**src/rtl/md_sched.sv**
```systemverilog
// md_sched: issue/commit sequencer for the shared HI/LO multiply-divide unit.
// Ports:
//   clk, reset (async, active-low)
//   req          exception/interrupt request; blocks new issues and moves
//   op_valid     E-stage holds an md operation
//   op_type      encoded md operation (see decode below)
//   d_is_md      D-stage instruction is md-class
//   issue_start  datapath latches operands / starts computing this cycle
//   issue_kind   0 none, 1 mul-class, 2 div-class, 3 move
//   wr_hi/wr_lo  direct HI/LO write strobes for mthi/mtlo
//   commit       datapath copies temp result into HI/LO this cycle
//   busy         an operation is in flight
//   stall        freeze the D stage
//   ovr_err      sticky protocol-violation flag
module md_sched #(
    parameter int MUL_LAT = 5,
    parameter int DIV_LAT = 10
) (
    input  logic       clk,
    input  logic       reset,
    input  logic       req,
    input  logic       op_valid,
    input  logic [3:0] op_type,
    input  logic       d_is_md,
    output logic       issue_start,
    output logic [1:0] issue_kind,
    output logic       wr_hi,
    output logic       wr_lo,
    output logic       commit,
    output logic       busy,
    output logic       stall,
    output logic       ovr_err
);

    typedef enum logic [1:0] {
        S_IDLE   = 2'd0,
        S_RUN    = 2'd1,
        S_COMMIT = 2'd2
    } state_t;

    // The counter is loaded with LAT-2: one cycle is spent in the issue
    // cycle itself and one in COMMIT, the rest are counted down in RUN.
    localparam logic [3:0] MUL_CNT = 4'(MUL_LAT - 2);
    localparam logic [3:0] DIV_CNT = 4'(DIV_LAT - 2);

    state_t     r_state;
    logic [3:0] r_cnt;
    logic       r_commit;
    logic       r_busy;
    logic       r_ovr;

    logic w_mul;
    logic w_div;
    logic w_mv;
    logic w_start;
    logic w_idle;
    logic w_gate;
    logic w_accept;
    logic w_move;
    logic w_viol;

    always_comb begin
        w_mul = 1'b0;
        w_div = 1'b0;
        w_mv  = 1'b0;
        case (op_type)
            4'd1, 4'd2, 4'd9, 4'd10, 4'd11, 4'd12: w_mul = 1'b1;
            4'd3, 4'd4:                           w_div = 1'b1;
            4'd5, 4'd6:                           w_mv  = 1'b1;
            default: ;
        endcase
    end

    assign w_start  = w_mul | w_div;
    assign w_idle   = (r_state == S_IDLE);
    assign w_gate   = w_idle & op_valid & ~req;
    assign w_accept = w_gate & w_start;
    assign w_move   = w_gate & w_mv;

    // Any start or move presented while an operation is in flight is
    // dropped and flagged; req does not excuse it.
    assign w_viol = ~w_idle & op_valid & (w_start | w_mv);

    assign issue_start = w_accept;
    assign issue_kind  = w_accept ? (w_div ? 2'd2 : 2'd1)
                       : w_move   ? 2'd3
                       : 2'd0;
    assign wr_hi   = w_move & (op_type == 4'd5);
    assign wr_lo   = w_move & (op_type == 4'd6);
    assign commit  = r_commit;
    assign busy    = r_busy;
    assign stall   = d_is_md & (r_busy | w_accept);
    assign ovr_err = r_ovr;

    always_ff @(posedge clk or negedge reset) begin
        if (!reset) begin
            r_state  <= S_IDLE;
            r_cnt    <= 4'd0;
            r_commit <= 1'b0;
            r_busy   <= 1'b0;
            r_ovr    <= 1'b0;
        end else begin
            unique case (r_state)
                S_IDLE: begin
                    if (w_accept) begin
                        r_state <= S_RUN;
                        r_cnt   <= w_div ? DIV_CNT : MUL_CNT;
                        r_busy  <= 1'b1;
                    end
                end
                S_RUN: begin
                    if (r_cnt == 4'd0) begin
                        r_state  <= S_COMMIT;
                        r_commit <= 1'b1;
                    end else begin
                        r_cnt <= r_cnt - 4'd1;
                    end
                end
                S_COMMIT: begin
                    r_state  <= S_IDLE;
                    r_commit <= 1'b0;
                    r_busy   <= 1'b0;
                end
                default: begin
                    r_state  <= S_IDLE;
                    r_commit <= 1'b0;
                    r_busy   <= 1'b0;
                end
            endcase
            if (w_viol) begin
                r_ovr <= 1'b1;
            end
        end
    end

endmodule

```
**config.mk**
```make
export PLATFORM = sky130hd
export DESIGN_NAME = md_sched
export DESIGN_NICKNAME = d
export VERILOG_FILES = /design/src/rtl/md_sched.sv
export SDC_FILE = /design/constraint.sdc
export NUM_CORES = 1
export LEC_CHECK = 0
export CORE_UTILIZATION = 44
export CTS_CLUSTER_DIAMETER = 40
export DETAILED_ROUTE_END_ITERATION = 12
export PLACE_DENSITY = 0.75
export SYNTH_ARGS = -nofsm -noshare
export SYNTH_HDL_FRONTEND = slang
export SYNTH_SLANG_ARGS = --single-unit
```
**constraint.sdc**
```tcl
create_clock -name clk -period 2.2 [get_ports clk]
set_input_delay 0.44 -clock clk [delete_from_list [all_inputs] [get_ports clk]]
set_output_delay 0.44 -clock clk [all_outputs]
set_load 0.02 [all_outputs]
```
== Word level (Yosys, flattened, before mapping) ==
Index checks and enable logic that the tools add are counted.
Operators by class
  add/sub/neg operators: 1
  eq/ne operators: 14
  mux-type cells: 17
  bitwise logic cells: 15
  reduce and logical (&&, ||, !) cells: 10
Operators by type and width (number)
  $eq A4 B4 Y1 const B: 4
  $eq A4 B3 Y1 const B: 3
  $mux W4: 3
  $mux W2: 5
  $and A1 B1 Y1: 9
  $eq A4 B2 Y1 const B: 2
  $pmux W4 S2: 1
  $reduce_and A2 Y1: 3
  $reduce_or A6 Y1: 1
  $mux W1: 5
  $eq A4 B1 Y1 const B: 1
  $logic_not A4 Y1: 1
  $ne A2 B2 Y1 const B: 2
  $pmux W1 S2: 2
  $pmux W2 S2: 1
  $reduce_or A2 Y1: 2
  $sub A4 B1 Y4 const B: 1
  $not A1 Y1: 3
  $or A1 B1 Y1: 3
  $reduce_and A3 Y1: 1
  $eq A2 B1 Y1 const B: 1
  $logic_not A2 Y1: 1
  $ne A2 B1 Y1 const B: 1
  $reduce_bool A2 Y1: 1
Word-level totals
  register bits after elaboration: 9
  input bits: 9
  output and inout bits: 9
  logic and storage cells: 62

== Depth between registers and ports, before layout ==
Gate-level depths: netlist (run 1).
  depth after elaboration: 7
  mapped depth: 6

== Worst setup path after synthesis (run 1) ==
OpenSTA, ideal clock, no wires.
  path type: flip-flop to output port
  from: register r_state[0]
  to: output stall
  data arrival time: 1.769 ns
  data required time: 1.760 ns
  slack: -0.009 ns
  cell stages (with the launch flop): 5
  path through: dfrtp_1 or4b_4 nor3_4 nor2_1 nor2b_1
Between the ends
  cells in the longest elaborated chain, start to end: 6
RTL lines
  from (decl): line 46  | state_t r_state;
  from (signal assigned): line 97  | r_state <= S_IDLE;
  from (signal assigned): line 106  | r_state <= S_RUN;
  from (signal assigned): line 113  | r_state <= S_COMMIT;
  $logic_not A2 Y1: line 75  | assign w_idle = (r_state == S_IDLE);
  $and A1 B1 Y1 (2 in series): line 76  | assign w_gate = w_idle & op_valid & ~req;
  $and A1 B1 Y1: line 77  | assign w_accept = w_gate & w_start;
  named net issue_start: line 25  | output logic issue_start,
  $or A1 B1 Y1: line 92  | assign stall = d_is_md & (r_busy | w_accept);
  $and A1 B1 Y1: line 92
  to (decl): line 31  | output logic stall,
The timed path passes the listed nets, and every way through them passes these cells.

== Worst setup path in the final report (run 1) ==
  from: input req
  to: output issue_kind[0]
Between the ends
  cells in the longest elaborated chain, start to end: 5
  elaborated cells on any way between the ends: 6
RTL lines
  from (decl): line 21  | input logic req,
  $not A1 Y1 (*): line 76
  $and A1 B1 Y1 (*): line 76
  $and A1 B1 Y1: line 78  | assign w_move = w_gate & w_mv;
  $mux W2: line 86  | : w_move ? 2'd3
  $mux W2 (*): line 85  | assign issue_kind = w_accept ? (w_div ? 2'd2 : 2'd1)
  to (decl): line 26  | output logic [1:0] issue_kind,
Mark *: on every way between the ends. The rest lies on a longest branch, timed or not.

==> results.py, run 1 <==
metrics = {
    "clock_tree": {
        "buffers_inserted_during_post_cts_setup_optimization": 0,
        "clock_sink_count": 9,
        "cts_made_buffers": 3,
        "cts.htree.levels": 1,
        "max-clock-path-buffers": 2,
        "worst_skew_pair.late_latency_ps": 270,
        "cts_tree": "yes",
        "hold_bufs_at_cts": 0,
        "clk_pin_slew_ps": 70,
        "cts_root_buffer": "sky130_fd_sc_hd__clkbuf_4",
    },
    "layout": {
        "nFillCells": 88,
        "area_added_between_synthesis_and_finish_pct": 51.04,
        "final_common_cell": "sky130_fd_sc_hd__buf_4",
        "layout_common_cells": "sky130_fd_sc_hd__buf_4, sky130_fd_sc_hd__dfrtp_1, sky130_fd_sc_hd__nor2_1, sky130_fd_sc_hd__clkdlybuf4s50_1, sky130_fd_sc_hd__nor3_1",
        "num_antenna_cells": 0,
        "layout.nets": 107,
        "post_route_cells_drive_above_1_share_pct": 39.58,
    },
    "worst_setup_path": {
        "worst-setup-path-type": "input pin to primary output",
        "path_max_fanout": 4,
        "worst_r2r_startpoint": "r_state[0]$_DFFE_PN0P_",
        "rr_worst_depth": 6,
        "r2r_slack_ps": 310,
        "worst_setup_start_kind": "input pin",
        "critical_path.endpoint_type": "primary output",
        "cp_data_required_time_ps": 1760,
        "reg2reg_to": "r_cnt[3]$_DFFE_PN0P_",
        "critical_path_arrival_ps": 1830,
    },
    "sta": {
        "layout_worst_path_cycle_share_pct": 103.2,
        "tightestPinTransition_ps": 442.4,
        "final_period_minus_worst_setup_slack_ps": 2269,
        "grt_setup_unrepaired": "yes",
        "setup_violations": 2,
        "clock-skew-final_ps": 5.091,
        "max-slew-margin-rel_pct": 70.28,
        "hold_violations": 0,
        "hold-worst-slack_ps": 464.1,
        "postLayoutSetupSlackWorst_ps": -69.37,
        "final-max-slew-violation-count": 0,
        "maxClockFrequency_mhz": 440.7,
    },
    "yosys": {
        "synth_compound_area_share_pct": 15.15,
        "synth-async-reset-ratio_pct": 100.0,
        "number_of_enable_flip_flop_cells_after_synthesis": 0,
        "synth.ff_latch_count": 9,
        "syn-mean-instance-area_sq_um": 9.278,
        "cell_area_synth_sq_um": 603.1,
        "muxShareOfSynthArea_pct": 6.017,
        "dominant_combinational_cell_family_by_area_after_synthesis": "simple AND/OR/NAND/NOR gates",
        "synthAdderAreaFrac_pct": 3.734,
        "ys_seq_area_share_pct": 37.34,
        "post_synth_inst_count": 65,
        "yosysWarnings": 0,
        "yosysUniqueCellTypes": 31,
        "nets_in_the_synthesized_netlist": 75,
        "dominantRegCellSynth": "sky130_fd_sc_hd__dfrtp_1",
        "synthesized_area_fraction_occupied_by_and_or_nand_nor_cells_pct": 31.12,
        "yosys.area_share.xor_xnor_pct": 2.905,
    },
    "placed_design": {
        "place_worst_setup_slack_ps": -775.1,
        "hpwl_microns": 1275,
        "buffer_ports.inserted": 17,
        "gp_congestion": 0.8068,
    },
    "global_route": {
        "grt_util_all_layers_pct": 25.12,
        "grt_pass1_vias": 569,
        "grt_antenna_before_repair": 0,
        "grt_start_max_net_pins": 10,
        "grt_first_pass_wirelength_microns": 2490,
        "globalRoute.totalOverflow": 0,
    },
    "worst_hold_path": {
        "hold_class": "input pin to asynchronous set/reset pin",
    },
    "run": {
        "drv.max_cap_violation_count": 0,
    },
    "die": {
        "x_dimension_of_the_die_microns": 39.02,
        "floorplan.initialDensity_pct": 50.84,
        "design.core.area_sq_um": 1186,
        "io_pins": 18,
        "dieHeight_microns": 39.02,
        "floorplan.rows": 12,
        "die_area_sq_um": 1523,
    },
    "power": {
        "total_switching_power_mw": 0.3626,
        "netSwitchingFraction_pct": 38.85,
        "power.density_nw_per_um2": 1025,
        "power.leakage_nw": 0.4078,
        "intPower_mw": 0.5708,
        "power.clock.fraction_pct": 14.4,
        "sequentialPowerShare_pct": 30.5,
        "worst_ir_drop_on_vdd_uv": 681.3,
        "power_mw": 0.9334,
        "power.share.combinational_pct": 55.2,
    },
    "status": {
        "violated_checks": "negative setup slack",
        "status": "complete, but fails checks",
    },
    "route": {
        "post_detailed_routing_wire_length_microns": 1572,
        "drtIter0Drc": 16,
        "wl_per_cell_microns": 14.29,
        "drt_drc_violations_left": 0,
        "vias_per_cell": 5.545,
        "drt_first_pass_iters": 4,
        "routed-via-count": 610,
        "antenna_left": 0,
    },
}
worst max-delay path by stage:
stage	startpoint	to	slack, ps	depth (start not counted)
after floorplan	r_state[0]$_DFFE_PN0P_	stall	70	4
after global placement	op_valid	issue_kind[0]	-740	5
after detailed placement	op_valid	issue_kind[0]	-780	5
after CTS	r_state[0]$_DFFE_PN0P_	issue_kind[0]	-60	4
after global routing	r_state[0]$_DFFE_PN0P_	issue_kind[0]	-100	4
final	req	issue_kind[0]	-70	5
state kept, by name, indices dropped and copies added, names as in the netlist:
name,count
r_cnt,4
r_state,2
busy,1
commit,1
ovr_err,1
power by group through the flow:
stage	logic [mW]	clock network (mW)	registers [mW]
after global routing	0.555	0.145	0.289
after global placement	0.495	0	0.283
after floorplan	0.298	0	0.302
final	0.515	0.134	0.284
after CTS	0.514	0.138	0.283
after detailed placement	0.519	0	0.286
cell usage after synthesis (2+ instances only):
master | n | area share (%)
sky130_fd_sc_hd__dfrtp_1 | 9 | 37
sky130_fd_sc_hd__nor2_1 | 7 | 4.4
sky130_fd_sc_hd__nand2_1 | 5 | 3.1
sky130_fd_sc_hd__nor3_1 | 5 | 4.1
sky130_fd_sc_hd__a21oi_1 | 4 | 3.3
sky130_fd_sc_hd__clkbuf_1 | 4 | 2.5
sky130_fd_sc_hd__nor3b_1 | 3 | 3.7
sky130_fd_sc_hd__o21ai_0 | 3 | 2.5
sky130_fd_sc_hd__a211oi_1 | 2 | 2.5
sky130_fd_sc_hd__inv_1 | 2 | 1.2
critical path: stages:
cell and delay, ps:
sky130_fd_sc_hd__dlygate4sd2_1 230, sky130_fd_sc_hd__or4b_4 570, sky130_fd_sc_hd__a311o_2 330, sky130_fd_sc_hd__a21oi_2 100, sky130_fd_sc_hd__buf_4 150
layer usage:
metal	wire, microns	GRT usage (%)
met1	688	29.03
met2	764	41.67
met3	104	11.56
met4	14	6.034
met5	0	0
stage by stage:
step	setup TNS (ps)	instances	area [sq um]	utilization (%)
floorplan	0	65	605.6	-
global placement	-4136	106	883.3	74.47
detailed placement	-4442	106	883.3	74.47
CTS	-97.00	110	903.4	76.16
global route	-273.6	110	910.9	76.79
finish	-74.21	110	910.9	76.79
cells by family after synthesis:
family	count (synthesis)
compound gates	13
xor+xnor	2
fa+ha+maj	2
buf+inv	6
flops	9
mux	3
simple gates	30
timing repair:
action / 4_1_cts / 5_1_grt
endpoints found under the hold margin: 0 / 0
gates cloned: 0 / 0
endpoints found under the setup margin: 6 / 5
pin swaps: 4 / 1
resized for setup: 40 / 2
area by class of cell:
type | instances | area (sq um) | area share (%)
multi-input combinational | 50 | 381.6 | 41.90
timing repair buffer | 31 | 252.7 | 27.75
sequential | 9 | 225.2 | 24.73
clock buffer | 4 | 26.28 | 2.885
tap | 14 | 17.52 | 1.923
inverter | 2 | 7.507 | 0.8242
(Power assumes the default switching activity.)
==> run 2: changes to the inputs <==
--- a/config.mk
+++ b/config.mk
@@ -8,6 +8,7 @@
 export CORE_UTILIZATION = 44
 export CTS_CLUSTER_DIAMETER = 40
 export DETAILED_ROUTE_END_ITERATION = 12
+export GPL_ROUTABILITY_DRIVEN = 0
 export PLACE_DENSITY = 0.75
 export SYNTH_ARGS = -nofsm -noshare
 export SYNTH_HDL_FRONTEND = slang
==> results of run 2 <==
No change in the layout: final DEF, timing and power equal those of run 1.
==> run 3: changes to the inputs <==
--- a/config.mk
+++ b/config.mk
@@ -5,6 +5,7 @@
 export SDC_FILE = /design/constraint.sdc
 export NUM_CORES = 1
 export LEC_CHECK = 0
+export ABC_CLOCK_PERIOD_IN_PS = 2200
 export CORE_UTILIZATION = 44
 export CTS_CLUSTER_DIAMETER = 40
 export DETAILED_ROUTE_END_ITERATION = 12
==> results of run 3 <==
No change in the layout: final DEF, timing and power equal those of run 1.
==> RTL change 1: new RTL, config.mk and constraints of run 2 <==
Register the output `ovr_err` once more, without a reset; this adds one clock of latency there. The other outputs are not delayed to match.
--- a/src/rtl/md_sched.sv
+++ b/src/rtl/md_sched.sv
@@ -90,7 +90,9 @@
     assign commit  = r_commit;
     assign busy    = r_busy;
     assign stall   = d_is_md & (r_busy | w_accept);
-    assign ovr_err = r_ovr;
+    always_ff @(posedge clk) begin
+        ovr_err <= r_ovr;
+    end
 
     always_ff @(posedge clk or negedge reset) begin
         if (!reset) begin
Behaviour: not the same (a bounded check fails within 4 cycles, from zero or initial values and one cycle with reset low).
==> RTL change 1 against run 2 <==
  * Sequential cell count grew 1
  * Synthesized cell count shrank 3.1%
  * Setup slack better by 0.096 ns
  * Register-to-register slack lost 0.02 ns
  * Synthesized area down 2.1%
  * Power fell by 1.1%
  * First-iteration DRC count is 31% lower
  * Utilization is 2.2 points higher
  * Design area increased by 1.5%
  * Routed wire length fell by 9.9%
  * Non-clock buffer count rose by 1
  * Largest power group unchanged
==> RTL change 1: results (changes against run 2) <==
Fillcell total - 87 (was 88)
Netlist cell types - 27 (was 31)
Slowest cell delay on critical path - 0.54 ns (was 0.57 ns)
VDD IR max - 0.691 mV (was 0.681 mV)
Sequential share of the synthesized area - 41.5% (was 37.3%)
Compound-Gate Fraction of Synth Area - 26.3% (was 15.1%)
DRT met1 WL - 607 um (was 688 um)
Clk_lat worst skew - 0.26 ns
Number of global-route vias before repair - 559 (was 569)
Pint - 0.582 mW (was 0.571 mW)
Met3 wire length - 51 um (was 104 um)
Placed Area - 891 um2 (was 883 um2)
Post-synthesis xor/xnor area fraction - 1.48% (was 2.90%)
Critical path peak fanout - 4 (unchanged)
Min-Delay Path Class - register to register (was input pin to async pin)
Number of warnings issued by yosys - 0 (unchanged)
Syn Area/Cell - 9.37 um2 (was 9.28 um2)
Pre-CTS WS - -0.700 ns (was -0.775 ns)
Clock buffer count from CTS - 3 (unchanged)
GRT Overall Usage - 23.9% (was 25.1%)
Share of post-route cells with drive strength above 1 - 35.4% (was 39.6%)
Crit-path leading delay family - buffers and inverters (was simple AND/OR/NAND/NOR gates)
CTS Buffer Depth - 2 (unchanged)
Clock Skew - 0.00268 ns (was 0.00509 ns)
Wire per inst - 12.9 um (was 14.3 um)
Diode count - 0 (unchanged)
Final HPWL DP - 1100 um (was 1280 um)
Mux contribution to synthesized area - 0% (was 6.02%)
First-pass GRT wire length - 2330 um (was 2490 um)
DR pass1 iterations - 4 (unchanged)
Initial DRC count - 11 (was 16)
Post-cts gate resize count - 37 (was 40)
Synth cell count leaders - dfrtp_1 (9), nor2_1 (5), o21a_1 (5), o21ai_0 (5) (was dfrtp_1 (9), nor2_1 (7), nand2_1 (5), nor3_1 (5))
Post-synth ARST share - 90.0% (was 100%)
Post-Route WL - 1420 um (was 1570 um)
M2 GR Usage - 45.0% (was 41.7%)
Met2 wire len - 745 um (was 764 um)
Largest cells by area after synthesis - dfrtp_1 (38%), o21a_1 (6.4%), o32ai_4 (4.7%), o21ai_0 (4.2%), nor3b_1 (3.8%) (was dfrtp_1 (37%), nor2_1 (4.4%), nor3_1 (4.1%), nor3b_1 (3.7%), a21oi_1 (3.3%))
Critical path arrival - 1.73 ns (was 1.83 ns)
Synth Area in Adders - 3.81% (was 3.73%)
Average vias per placed instance - 5.25 (was 5.55)
Slowest CP cell - clkdlybuf4s50_1 (was or4b_4)
Clock-pin slew on the worst setup and hold paths - 0.06 ns
GR Util met1 - 24.8% (was 29.0%)
Leak pwr - 0.438 nW (was 0.408 nW)
GR Util met3 - 8.09% (was 11.6%)
Worst-Margin Slew - 0.392 ns (was 0.442 ns)
Status - finished clean (was complete, but fails checks)
Biggest regs - r_cnt x4, r_state x2 (unchanged)
Syn_nets - 73 (was 75)
==> RTL change 1: changes by cell type in the layout (fill, tap and decap cells not counted), sizes merged, moves of 2 or more <==
cell / change
a21oi: -2
a22oi: +2
dlygate4sd2: -2
inv: +3
mux2: -2
nand2: -2
nor2: -2
nor3: -2
o21a: +4
o21ai: +2
==> RTL change 1: final cells by class <==
class                           count  area (um2)  share of cell area, %
Clock buffer                        4        36.3                   3.92
Sequential cell                    10         245                   26.5
Tap cell                           14        17.5                   1.89
Inverter                            5        18.8                   2.03
Timing Repair Buffer               32         260                   28.1
Multi-Input combinational cell     45         347                   37.5
==> RTL change 1: power groups by stage <==
| stage | Combinational, mW | Clock (mW) | Sequential (mW) |
|---|---|---|---|
| 4_1_cts | 0.466 | 0.164 | 0.298 |
| 3_5_place_dp | 0.469 | 0 | 0.302 |
| 3_3_place_gp | 0.456 | 0 | 0.296 |
| 2_1_floorplan | 0.274 | 0 | 0.315 |
| 6_report | 0.463 | 0.162 | 0.297 |
| 5_1_grt | 0.513 | 0.173 | 0.307 |
==> RTL change 1: path summary, 6_finish.rpt <==
check | to | from | cells after the start | slack [ns]
worst min register to register | ovr_err$_DFF_P_ | r_ovr$_DFFE_PN0P_ | 0 | 0.38
worst min-delay path | ovr_err$_DFF_P_ | r_ovr$_DFFE_PN0P_ | 0 | 0.38
max in group asynchronous | commit$_DFFE_PN0P_ | reset | 1 | 1.46
worst max-delay path | stall | op_type[0] | 7 | 0.03
min in group asynchronous | r_state[1]$_DFFE_PN0P_ | reset | 1 | 0.47
worst max register to register | r_cnt[3]$_DFFE_PN0P_ | r_state[0]$_DFFE_PN0P_ | 5 | 0.29
==> RTL change 2: new RTL, config.mk and constraints of run 2 <==
Made on the original files. The parameter `DIV_LAT` goes from 10 to 7.
--- a/src/rtl/md_sched.sv
+++ b/src/rtl/md_sched.sv
@@ -14,7 +14,7 @@
 //   ovr_err      sticky protocol-violation flag
 module md_sched #(
     parameter int MUL_LAT = 5,
-    parameter int DIV_LAT = 10
+    parameter int DIV_LAT = 7
 ) (
     input  logic       clk,
     input  logic       reset,
Function: changed (Yosys sat finds a counterexample within 10 cycles, from zero or initial values and one cycle with reset low).
==> RTL change 2 against run 2 <==
  * The flow still finishes with violations (setup timing)
  * Design area fell by 6.7%
  * Clock skew down 0.0020 ns
  * Setup slack better by 0.065 ns
  * Hold slack gained 0.0074 ns
  * Routed wire length decreased by 17%
  * Sequential cell count unchanged
  * Power fell by 8.5%
  * Global-route usage fell by 3.2 points
  * Synthesized area is 3.9% lower
  * Maximum frequency is 3.0% higher
  * Die area is 3.7% lower
==> RTL change 2: results (changes against run 2) <==
Met2 wire len - 635 um (was 764 um)
Leak pwr - 0.397 nW (was 0.408 nW)
Layout Nets - 101 (was 107)
Mux contribution to synthesized area - 1.94% (was 6.02%)
Vias - 534 (was 610)
Pre-CTS WS - -0.666 ns (was -0.775 ns)
Compound-Gate Fraction of Synth Area - 14.3% (was 15.1%)
Number of global-route vias before repair - 491 (was 569)
# setup viols final - 1 (was 2)
Critical path arrival - 1.76 ns (was 1.83 ns)
Syn Area/Cell - 9.34 um2 (was 9.28 um2)
Synth Area in Adders - 2.16% (was 3.73%)
Initial DRC count - 15 (was 16)
Slowest cell delay on critical path - 0.55 ns (was 0.57 ns)
Share of power burned in registers - 33.6% (was 30.5%)
Met3 wire length - 61 um (was 104 um)
VDD IR max - 0.688 mV (was 0.681 mV)
Worst-Margin Slew - 0.444 ns (was 0.442 ns)
DRT met1 WL - 595 um (was 688 um)
Min-Delay Path Class - register to register (was input pin to async pin)
GRT Overall Usage - 21.9% (was 25.1%)
GR Util met3 - 10.5% (was 11.6%)
Clock Skew - 0.00305 ns (was 0.00509 ns)
Setup slack after layout - -0.00430 ns (was -0.0694 ns)
GR Util met1 - 25.6% (was 29.0%)
Status - complete, but fails checks (unchanged)
Final HPWL DP - 958 um (was 1280 um)
Violated checks - setup timing (unchanged)
Netlist cell types - 30 (was 31)
Largest cells by area after synthesis - dfrtp_1 (39%), nor2_1 (4.5%), xor2_1 (4.5%), buf_6 (3.9%), nor3b_1 (3.9%) (was dfrtp_1 (37%), nor2_1 (4.4%), nor3_1 (4.1%), nor3b_1 (3.7%), a21oi_1 (3.3%))
Synth cell count leaders - dfrtp_1 (9), nor2_1 (7), inv_1 (4), nand2_1 (4) (was dfrtp_1 (9), nor2_1 (7), nand2_1 (5), nor3_1 (5))
RTL change 2: worst paths after layout:
kind / slack (ns) / to / start / cells past startpoint
setup / recovery: -0.004 / wr_hi / r_state[0]$_DFFE_PN0P_ / 5
hold / removal: 0.47 / ovr_err$_DFFE_PN0P_ / ovr_err$_DFFE_PN0P_ / 1
setup reg to reg: 0.51 / r_cnt[0]$_DFFE_PN0P_ / r_cnt[0]$_DFFE_PN0P_ / 6
hold reg to reg: 0.47 / ovr_err$_DFFE_PN0P_ / ovr_err$_DFFE_PN0P_ / 1
max in group asynchronous: 1.41 / r_cnt[1]$_DFFE_PN0P_ / reset / 1
min in group asynchronous: 0.49 / busy$_DFFE_PN0P_ / reset / 1
RTL change 2: cell type report:
type                            count  area [um2]
Sequential cell                     9         225
Inverter                            4        15.0
Multi-Input combinational cell     46         335
Clock buffer                        4        26.3
Tap cell                           14        17.5
Fill cell                          98         322
Timing Repair Buffer               27         230
